<file path="src/rtl/serial_pkg.sv">
// serial_pkg -- definitions shared by the serial transmitter and a future
// receiver.
//   state_t           : line state machine encoding (IDLE, START, DATA, STOP)
//   DEF_DATA_W        : default number of data bits per frame
//   DEF_CLKS_PER_BIT  : default clock cycles per bit on the line
package serial_pkg;

   localparam int DEF_DATA_W       = 8;
   localparam int DEF_CLKS_PER_BIT = 4;

   typedef enum logic [1:0] {
      IDLE  = 2'd0,
      START = 2'd1,
      DATA  = 2'd2,
      STOP  = 2'd3
   } state_t;

endpackage

</file>
<file path="src/rtl/serial_tx_baud_tick.sv">
// baud_tick -- bit-period counter for the serial line.
//   clk  : clock, rising edge
//   rst  : asynchronous active-high reset, clears the count
//   clr  : synchronous clear, holds the count at zero
//   tick : high during the last cycle of each bit period
// The count runs 0 .. CLKS_PER_BIT-1 and wraps to zero on the tick cycle,
// so every bit period is exactly CLKS_PER_BIT cycles long.
module baud_tick
   import serial_pkg::*;
#(
   parameter int CLKS_PER_BIT = DEF_CLKS_PER_BIT
) (
   input  logic clk,
   input  logic rst,
   input  logic clr,
   output logic tick
);

   localparam int CNT_W = (CLKS_PER_BIT > 1) ? $clog2(CLKS_PER_BIT) : 1;
   localparam logic [CNT_W-1:0] LAST = CNT_W'(CLKS_PER_BIT - 1);

   logic [CNT_W-1:0] cnt;

   assign tick = (cnt == LAST);

   always_ff @(posedge clk or posedge rst) begin
      if (rst) begin
         cnt <= '0;
      end else if (clr || tick) begin
         cnt <= '0;
      end else begin
         cnt <= cnt + 1'b1;
      end
   end

endmodule

</file>
<file path="src/rtl/serial_tx.sv">
// serial_tx -- parallel-to-serial line transmitter (start bit, DATA_W data
// bits LSB first, one stop bit; line idles high).
//   clk      : clock, rising edge
//   rst      : asynchronous active-high reset
//   tx_data  : word to send
//   tx_valid : tx_data is offered this cycle
//   tx_ready : block can accept a word this cycle (high only in IDLE)
//   tx_out   : registered serial line
//   busy     : a frame is in progress
//   state    : current line state, for debug and checkers
//
// Handshake: a word transfers on a rising edge where tx_valid and tx_ready
// are both high. tx_ready does not depend on tx_valid. Once a word has
// transferred, tx_data and tx_valid are ignored until the frame is over and
// the block is back in IDLE, which lasts at least one cycle between frames.
module serial_tx
   import serial_pkg::*;
#(
   parameter int DATA_W       = DEF_DATA_W,
   parameter int CLKS_PER_BIT = DEF_CLKS_PER_BIT
) (
   input  logic              clk,
   input  logic              rst,
   input  logic [DATA_W-1:0] tx_data,
   input  logic              tx_valid,
   output logic              tx_ready,
   output logic              tx_out,
   output logic              busy,
   output state_t            state
);

   localparam int IDX_W = $clog2(DATA_W + 1);
   localparam logic [IDX_W-1:0] LAST_IDX = IDX_W'(DATA_W - 1);

   logic [DATA_W-1:0] shreg;
   logic [IDX_W-1:0]  bit_idx;
   logic              tick;
   logic              clr;

   // The counter is held at zero in IDLE and wraps on every tick, and every
   // other state change happens on a tick, so each state is entered with a
   // fresh count.
   assign clr = (state == IDLE);

   baud_tick #(
      .CLKS_PER_BIT(CLKS_PER_BIT)
   ) u_baud_tick (
      .clk (clk),
      .rst (rst),
      .clr (clr),
      .tick(tick)
   );

   assign tx_ready = (state == IDLE);
   assign busy     = (state != IDLE);

   // The line value for the next bit is loaded into tx_out on the same edge
   // that changes state, so tx_out always lines up with the state and count.
   always_ff @(posedge clk or posedge rst) begin
      if (rst) begin
         state   <= IDLE;
         tx_out  <= 1'b1;
         shreg   <= '0;
         bit_idx <= '0;
      end else begin
         case (state)
            IDLE: begin
               if (tx_valid) begin
                  shreg   <= tx_data;
                  bit_idx <= '0;
                  tx_out  <= 1'b0;
                  state   <= START;
               end
            end
            START: begin
               if (tick) begin
                  tx_out <= shreg[0];
                  shreg  <= shreg >> 1;
                  state  <= DATA;
               end
            end
            DATA: begin
               if (tick) begin
                  if (bit_idx == LAST_IDX) begin
                     tx_out  <= 1'b1;
                     bit_idx <= '0;
                     state   <= STOP;
                  end else begin
                     tx_out  <= shreg[0];
                     shreg   <= shreg >> 1;
                     bit_idx <= bit_idx + 1'b1;
                  end
               end
            end
            STOP: begin
               if (tick) begin
                  state <= IDLE;
               end
            end
            default: begin
               state  <= IDLE;
               tx_out <= 1'b1;
            end
         endcase
      end
   end

endmodule
</file>
<file path="config.mk">
export PLATFORM = sky130hd
export DESIGN_NAME = serial_tx
export DESIGN_NICKNAME = d
export VERILOG_FILES = /design/src/rtl/serial_pkg.sv /design/src/rtl/serial_tx_baud_tick.sv /design/src/rtl/serial_tx.sv
export SDC_FILE = /design/constraint.sdc
export NUM_CORES = 1
export LEC_CHECK = 0
export BUFFER_PORTS_ARGS = -buffer_cell sky130_fd_sc_hd__buf_2
export CAP_MARGIN = 20
export CORE_MARGIN = 3
export CORE_UTILIZATION = 54
export CTS_BUF_LIST = sky130_fd_sc_hd__clkbuf_4 sky130_fd_sc_hd__clkbuf_8 sky130_fd_sc_hd__clkbuf_16
export CTS_CLUSTER_DIAMETER = 80
export CTS_CLUSTER_SIZE = 24
export DETAILED_ROUTE_END_ITERATION = 8
export MAX_ROUTING_LAYER = met4
export PLACE_DENSITY = 0.77
export SETUP_SLACK_MARGIN = 0.3
export SLEW_MARGIN = 20
export SYNTH_ARGS = -nofsm -noshare
export SYNTH_HDL_FRONTEND = slang
export SYNTH_HIERARCHICAL = 1
export SYNTH_SLANG_ARGS = --single-unit
</file>
<file path="constraint.sdc">
create_clock -name clk -period 2.4 [get_ports clk]
set_input_delay 0 -clock clk [delete_from_list [all_inputs] [get_ports clk]]
set_output_delay 0 -clock clk [all_outputs]
set_load 0.005 [all_outputs]
</file>
; Word level (Yosys, flattened, before mapping)
; Index checks and enable logic that the tools add are counted.
[word_totals]
register_bits = 17
inputBits = 11
out_inout_bits = 5
wordCells = 48
[classes]
n_addsub = 2
n_eq_ne = 11
muxes = 21
reduce_logical = 9
[ops]
columns = cell, n
row1 = $mux 8, 4
row2 = $pmux 8 s3, 1
row3 = $mux 2, 6
row4 = $mux 4, 3
row5 = $reduce_and 5->1, 2
row6 = $pmux 2 s4, 1
row7 = $pmux 4 s2, 1
row8 = $eq 2x2->1 const B, 3
row9 = $ne 2x1->1 const B, 3
row10 = $ne 2x2->1 const B, 3
row11 = $add 4x1->4 const B, 1
row12 = $eq 4x3->1 const B, 1
row13 = $mux 1, 4
row14 = $reduce_and 4->1, 1
row15 = $reduce_bool 2->1, 2
row16 = $pmux 1 s3, 1
row17 = $reduce_and 3->1, 1
row18 = $reduce_bool 3->1, 1
row19 = $add 2x1->2 const B, 1
row20 = $eq 2x1->1 const B, 1
row21 = $logic_not 2->1, 1
row22 = $logic_or 1x1->1, 1

; Longest topological paths before layout
; Gate-level depths: netlist of run 1.
[depth]
depth_word = 4
depth_mapped = 6
depth_no_buf = 5

; Hierarchy
; Netlist of run 1, hierarchy kept.
[modules_own_cells]
columns = mod, n_inst, cells_per_inst, area_per_inst_um2, seq_area_each_um2
row1 = serial_tx, 1, 77, 924.6, 376.6
row2 = baud_tick, 1, 6, 88.8, 50.0

; Worst setup path after synthesis of run 1
; OpenSTA, ideal clock, no wires.
[synth_timing]
path_type = register -> register
from = reg state[0]
to = reg shreg[0]
setup_ns = 0.125
arrival_ns = 1.698
setup_slack_ns = 0.577
path_stages_with_launch = 7
n_path_buf = 1
path_cell_list = dfrtp_1 inv_1 ha_1 buf_6 or3_4 nand4_4 mux2_2
[synth_via]
elab_chain_len = 3
word_cells_on_any_way = 10
cone_classes = eq/ne (6) / mux (1) / reduce/logical (3)
[synth_lines]
columns = item, line_no
row1 = start: declaration, serial_tx.sv:29  ; output state_t state
row2 = start signal: assignment, serial_tx.sv:61  ; state <= IDLE;
row3 = start signal: assignment, serial_tx.sv:72  ; state <= START;
row4 = start signal: assignment, serial_tx.sv:79  ; state <= DATA;
row5 = $eq 2x2->1 (tied with other cells), serial_tx.sv:66  ; case (state)
row6 = $ne 2x2->1 (no source line) (tied with other cells), -
row7 = $reduce_and 5->1 (no source line), -
row8 = end signal: assignment, serial_tx.sv:69  ; shreg <= tx_data;
row9 = end signal: assignment, serial_tx.sv:78  ; shreg <= shreg >> 1;
row10 = end signal: assignment, serial_tx.sv:90  ; shreg <= shreg >> 1;
row11 = end: declaration, serial_tx.sv:35  ; logic [DATA_W-1:0] shreg;
; Several ways; a longest one is shown, not always the timed one.
; A chain may end at the register's enable or synchronous reset.

; Worst setup path after layout of run 1
[layout_timing]
from = reg state[0]
to = reg shreg[3]
; The elaborated chain is that of the path after synthesis.

==> impl_metrics.csv, run 1 <==
group,metric,value,unit
logic_synthesis,synth_compound_area_share,10.1,%
critical_path,required,2570,ps
logic_synthesis,ys_warn_count,6,
global_routing,grt_pass1_wl,2920,um
global_routing,grt_pass1_vias,697,
global_routing,grt.total_usage,15.8,%
logic_synthesis,synth_top_area_share,39.5,%
logic_synthesis,synthCells,83,
power,finalPower,1.57,mW
sta,rsz0062_at_grt,"no",
finish,final_layout_size_suffix_gt1_share,41.6,%
finish,final_cell_mix,"mux2_2, dfrtp_1, buf_2",
clock_tree,clk_pin_slew,100,ps
critical_path,endpoint_kind,"flop",
clock_tree,cts_root_buf,"clkbuf_4",
clock_tree,cts_tree,"done",
logic_synthesis,syn-num-nets,102,
logic_synthesis,syn-mean-instance-area,12.2,um^2
finish,nNetsFinal,121,
clock_tree,cts_buffers,3,
critical_path,critPathSlowestCell,"dfrtp_1",
die,ios,16,
placement,dp_cells,121,
clock_tree,postCtsSetupBuffers,0,
global_routing,antenna_found_initial,0,
critical_path,crit_path_start_kind,"flop",
critical_path,max_stage_delay,430,ps
sta,max_slew_margin,63.0,%
finish,fin_cells,126,
clock_tree,htreeDepth,1,
finish,num_antenna_cells,0,
critical_path,worstSetupPathType,"reg2reg",
run,drv_cap,0,
placement,gp_congestion,0.833,
logic_synthesis,synth_top_family_by_area,"multiplexers",
power,p_leak,0.528,nW
drt,wl_met1,769,um
drt,highest_layer,"met4",
clock_tree,insertion_delay,280,ps
drt,via_per_inst,5.46,
die,start_util,58.1,%
drt,remaining_drc_errors,0,
outcome,status,"complete, no violations",
drt,routed_wl,1640,um
drt,vias,688,
logic_synthesis,synth-simple-area-share,14.4,%
critical_path,crit_buf_inv,1,
logic_synthesis,synth.distinct_cells,34,
critical_path,arrival,2100,ps
logic_synthesis,yosysSeqAreaShare,42.1,%
logic_synthesis,synth-xor-area-share,0,%
drt,wl_met2,794,um
logic_synthesis,synth_edf_count,0,
clock_tree,post_cts_resized,0,
sta,slew_viol_final,0,
global_routing,grt_max_degree,16,
drt,drtAntennaViolNets,0,
finish,fill_cells,139,
finish,fin_util,65.6,%
logic_synthesis,syn_area,1010,um^2
die,die_h,49.3,um
die,core-area,1750,um^2
power,cellPowerDensity,1370,nW/um^2
logic_synthesis,ys.flop_type,"dfrtp_1",
die,row_count,15,
clock_tree,clock-sinks,17,
logic_synthesis,synth_async_sr_flop_share,100,%
logic_synthesis,ys_ff_latch,17,
placement,dp_hpwl,1290,um
critical_path,crit_chain,"inv_1, ha_1, or3_4, nand4_4, mux2_2",
logic_synthesis,ys_top_cells_by_area,"dfrtp_1, mux2_2, ha_1, dfstp_2, nor2b_1",
sta,max_freq,520,MHz
logic_synthesis,synth_top_area_cell,"dfrtp_1",
finish,area_delta_synth_final,13.0,%
power,ir_drop,808,uV
die,die_x,49.3,um
hold_path,hold_path.class,"in2reg",
critical_path,cp_max_fo,9,
sta,min_period,1920,ps
drt,wl_met3,62,um
sta,clock_skew,5.52,ps
logic_synthesis,synthAdderAreaFrac,9.88,%
global_routing,gr-total-overflow,0,
critical_path,crit_family,"simple AND/OR/NAND/NOR gates",
clock_tree,clockBufferDepth,2,
sta,worst_pin_slew,555,ps
drt,first_iter_violations,11,
sta,tns,0,ps
sta,setup_viol,0,
die,die-area,2430,um^2
drt,dr.pass1.iters,4,
logic_synthesis,synth.area.mux_share,19.8,%
placement,io_buffers,15,
sta,hold_viol_final,0,
sta,min_period_over_period,80.2,%
drt,wire_per_inst,13.0,um
==> state kept, by name, summed over array words and instances (netlist names) <==
register         cells
tx_out               1
shreg                8
bit_idx              4
u_baud_tick/cnt      2
state                2
==> per-layer routing <==
| layer | global-route usage (%) | vias up |
|---|---|---|
| met4 | 4.27 | 0 |
| li1 | - | 341 |
| met3 | 3.67 | 2 |
| met1 | 19.1 | 333 |
| met5 | - | - |
| met2 | 26.1 | 12 |
==> timing repair <==
item | in CTS | in global routing
endpoints found under the setup margin | 0 | 0
hold buffers | 1 | 0
endpoints found under the hold margin | 16 | 0
==> cell families (layout without fill, tap and decap cells) <==
| logic type | after synthesis | count (layout) |
|---|---|---|
| and+or+nand+nor | 19 | 19 |
| buffers and inverters | 8 | 26 |
| DFF | 17 | 17 |
| muxes | 18 | 18 |
| adders and majority gates | 8 | 8 |
| AOI/OAI and AO/OA | 13 | 13 |
==> stage by stage <==
stage / worst slack, ps / area (um^2) / hold WS (ps)
6_report: 475 / 1140 / 70.3
2_1_floorplan: 577 / 1010 / -259
3_5_place_dp: 473 / 1100 / -139
5_1_grt: 347 / 1140 / 72.8
4_1_cts: 476 / 1140 / 62.2
3_3_place_gp: 547 / 1100 / -142
==> cells in the mapped netlist, types with 2 or more instances <==
| cell type | count |
|---|---|
| dfrtp_1 | 16 |
| mux2_2 | 16 |
| ha_1 | 8 |
| inv_1 | 6 |
| nor2b_1 | 4 |
| mux2i_1 | 2 |
| nand2_1 | 2 |
| o21ai_0 | 2 |
| o31ai_1 | 2 |
==> cell type report <==
class / count / area [um^2] / area share, %
multi-input combinational: 58 / 549 / 48.0
inverter: 6 / 22.5 / 1.97
clock buffer: 4 / 30.0 / 2.62
timing repair buffer: 16 / 85.1 / 7.43
sequential: 17 / 427 / 37.3
tap: 25 / 31.3 / 2.73
==> power breakdown <==
| part | internal (mW) | switching (mW) | total [mW] |
|---|---|---|---|
| sequential | 0.413 | 0.0749 | 0.488 |
| combinational | 0.512 | 0.408 | 0.920 |
| clock | 0.0757 | 0.0852 | 0.161 |
| total | 1.00 | 0.569 | 1.57 |
==> worst register-to-register path, stage by stage (launching register included) <==
cell and delay, ps:
dfrtp_1 430, inv_1 120, ha_1 320, or3_4 430, nand4_4 170, mux2_2 350
==> worst paths after layout <==
kind / from / slack [ps] / end / cells after the start
min in group asynchronous: rst / 100 / u_baud_tick/cnt[1] / 3
worst max register to register: state[0] / 480 / shreg[3] / 5
worst max-delay path: state[0] / 480 / shreg[3] / 5
worst min-delay path: tx_data[1] / 70 / shreg[1] / 3
worst min register to register: u_baud_tick/cnt[0] / 470 / u_baud_tick/cnt[0] / 1
max in group asynchronous: rst / 1720 / tx_out / 3
No activity file was read; power rests on OpenSTA's default activity.
==> inputs of run 2 (changes only) <==
Settings changed: CORE_UTILIZATION 54 to 49, PLACE_DENSITY 0.77 to 0.73.
Clock period 2.4 ns to 1.6 ns, I/O delays scaled along.
==> run 2 against run 1 <==
  * The run now ends with negative setup slack left
  * Clock-buffer cell count decreased by 1
  * Cell area is 45% higher
  * Core utilization grew 24 points
  * Die area is 9.0% higher
  * Worst hold slack got worse by 4.8 ps
  * Sequential power is 64% higher
  * Cell count up 26%
  * Non-clock buffer count rose by 33
  * Fmax grew 6.3%
  * Global-route usage increased by 9.6 points
  * Register-to-register slack got worse by 690 ps
  * Largest cell class unchanged
==> impl_metrics.csv, run 2 (synthesis gave the netlist of run 1 again) <==
group,metric,value,unit
sta,rsz0062_at_grt,"yes",
global_routing,grt_pass1_vias,941,
power,swShare,38.2,%
run,drv_cap,0,
placement,dp_cells,137,
global_routing,gr-total-overflow,0,
sta,max_freq,552,MHz
placement,dp_hpwl,1590,um
sta,hold_viol_final,0,
finish,fin_cells,159,
critical_path,crit_chain,"buf_12, ha_4, or3_4, nand4_4, mux2_4",
finish,final_cell_mix,"buf_4, dfrtp_1, buf_2",
hold_path,hold_path.class,"in2reg",
die,die-area,2650,um^2
outcome,status,"finished with violations",
power,internal_power,2.66,mW
sta,min_period,1810,ps
finish,num_antenna_cells,0,
global_routing,grt.total_usage,25.4,%
outcome,violations,"negative setup slack",
critical_path,endpoint_kind,"flop",
finish,largest_reg_flops,8,
sta,clock_skew,5.31,ps
drt,via_per_inst,6.03,
sta,fin_ws,-210,ps
critical_path,cp_max_fo,8,
finish,area_delta_synth_final,63.5,%
die,die_x,51.5,um
critical_path,arrival,2010,ps
drt,remaining_drc_errors,0,
clock_tree,clk_pin_slew,110,ps
finish,fill_cells,78,
finish,nNetsFinal,154,
clock_tree,clock-sinks,17,
clock_tree,cts_buffers,3,
finish,layout_commonest_cell,"buf_4",
finish,final_layout_size_suffix_gt1_share,72.4,%
clock_tree,clockBufferDepth,2,
sta,slew_viol_final,0,
die,die_h,51.5,um
critical_path,startpoint,"state[0]",
die,core-area,1840,um^2
die,ios,16,
finish,regMostFlops,"shreg",
clock_tree,cts_tree,"done",
placement,pre_cts_ws,-157,ps
placement,io_buffers,15,
critical_path,worstSetupPathType,"reg2reg",
drt,wire_per_inst,24.1,um
global_routing,antenna_found_initial,0,
global_routing,grt_pass1_wl,4720,um
sta,tns,-2160,ps
die,row_count,15,
sta,min_period_over_period,113,%
critical_path,r2r_start,"state[0]",
placement,gp_congestion,0.864,
global_routing,grt_max_degree,16,
critical_path,required,1800,ps
drt,dr.pass1.iters,4,
clock_tree,insertion_delay,310,ps
finish,fin_util,90.1,%
drt,drtAntennaViolNets,0,
power,p_leak,0.781,nW
critical_path,critPathSlowestCell,"dfrtp_2",
critical_path,max_stage_delay,470,ps
power,power_frac_clock,5.9,%
sta,worst_pin_slew,605,ps
power,seqPwrFrac,18.6,%
power,cellPowerDensity,2600,nW/um^2
power,switchingPower,1.64,mW
hold_path,hold_start,"tx_data[0]",
clock_tree,cts_root_buf,"clkbuf_4",
critical_path,crit_buf_inv,1,
critical_path,crit_family,"simple AND/OR/NAND/NOR gates",
power,ir_drop,1950,uV
critical_path,crit_path_start_kind,"flop",
drt,vias,958,
sta,max_slew_margin,59.6,%
drt,routed_wl,3840,um
power,p_comb_share,75.5,%
clock_tree,htreeDepth,1,
sta,setup_viol,12,
drt,first_iter_violations,26,
finish,top_regs,"shreg x8, bit_idx x4",
die,start_util,55.1,%
## run 2: changes by cell type in the layout (fill, tap and decap cells not counted), moves of 5 or more
cell    change
ha_4        +5
mux2_2      -9
buf_4      +21
mux2_4      +9
ha_1        -6
buf_6      +10
## run 2: per-layer routing
metal	track usage, %	vias up	wire (um)	part of all wire (%)
met1	28.9	485	1440	37
met5	-	-	0	0
met2	44.5	49	2060	54
li1	-	408	-	-
met3	6.12	16	198	5.2
met4	6.55	0	137	3.6
## run 2: worst paths after layout
check	end	slack, ps	depth (start not counted)
setup / recovery	shreg[1]	-210	5
hold / removal	shreg[0]	70	3
setup reg to reg	shreg[1]	-210	5
hold reg to reg	u_baud_tick/cnt[0]	480	1
max in group asynchronous	state[1]	860	3
min in group asynchronous	u_baud_tick/cnt[1]	90	3
## run 2: final cells by class
cell class              count  area, um^2  area share (%)
clock buffers               3        22.5            1.36
clock inverters             1        5.00           0.302
inverters                   6        30.0            1.81
multi-input cells          58         728            44.0
flip-flops and latches     17         429            25.9
well taps                  25        31.3            1.89
repair buffers             49         410            24.8
## run 2: repair_timing
action                                  4_1_cts  5_1_grt
setup buffers                                11        6
gates cloned                                  0        0
hold endpoints to repair                     16        0
endpoints found under the setup margin       17       17
resized for setup                            23        8
pin swaps                                     4        6
hold buffers                                  1        0
## run 2: power groups by stage
stage	combinational [mW]	sequential (mW)	clock, mW
detailed placement	2.01	0.787	0
CTS	2.71	0.782	0.242
finish	3.25	0.802	0.252
global placement	1.92	0.773	0
global route	3.40	0.816	0.273
floorplan	1.48	0.754	0
## run 2: stage by stage
stage	area, um^2	hold slack, ps	power, mW
floorplan	1120	-259	2.24
global placement	1340	-143	2.69
detailed placement	1340	-137	2.79
CTS	1570	51.5	3.74
global route	1660	51.0	4.49
finish	1660	65.5	4.30
## run 2: worst register-to-register path: stages, from the launching register on
cell and delay [ps]:
dfrtp_2 470, buf_12 140, ha_4 170, or3_4 400
nand4_4 190, mux2_4 340
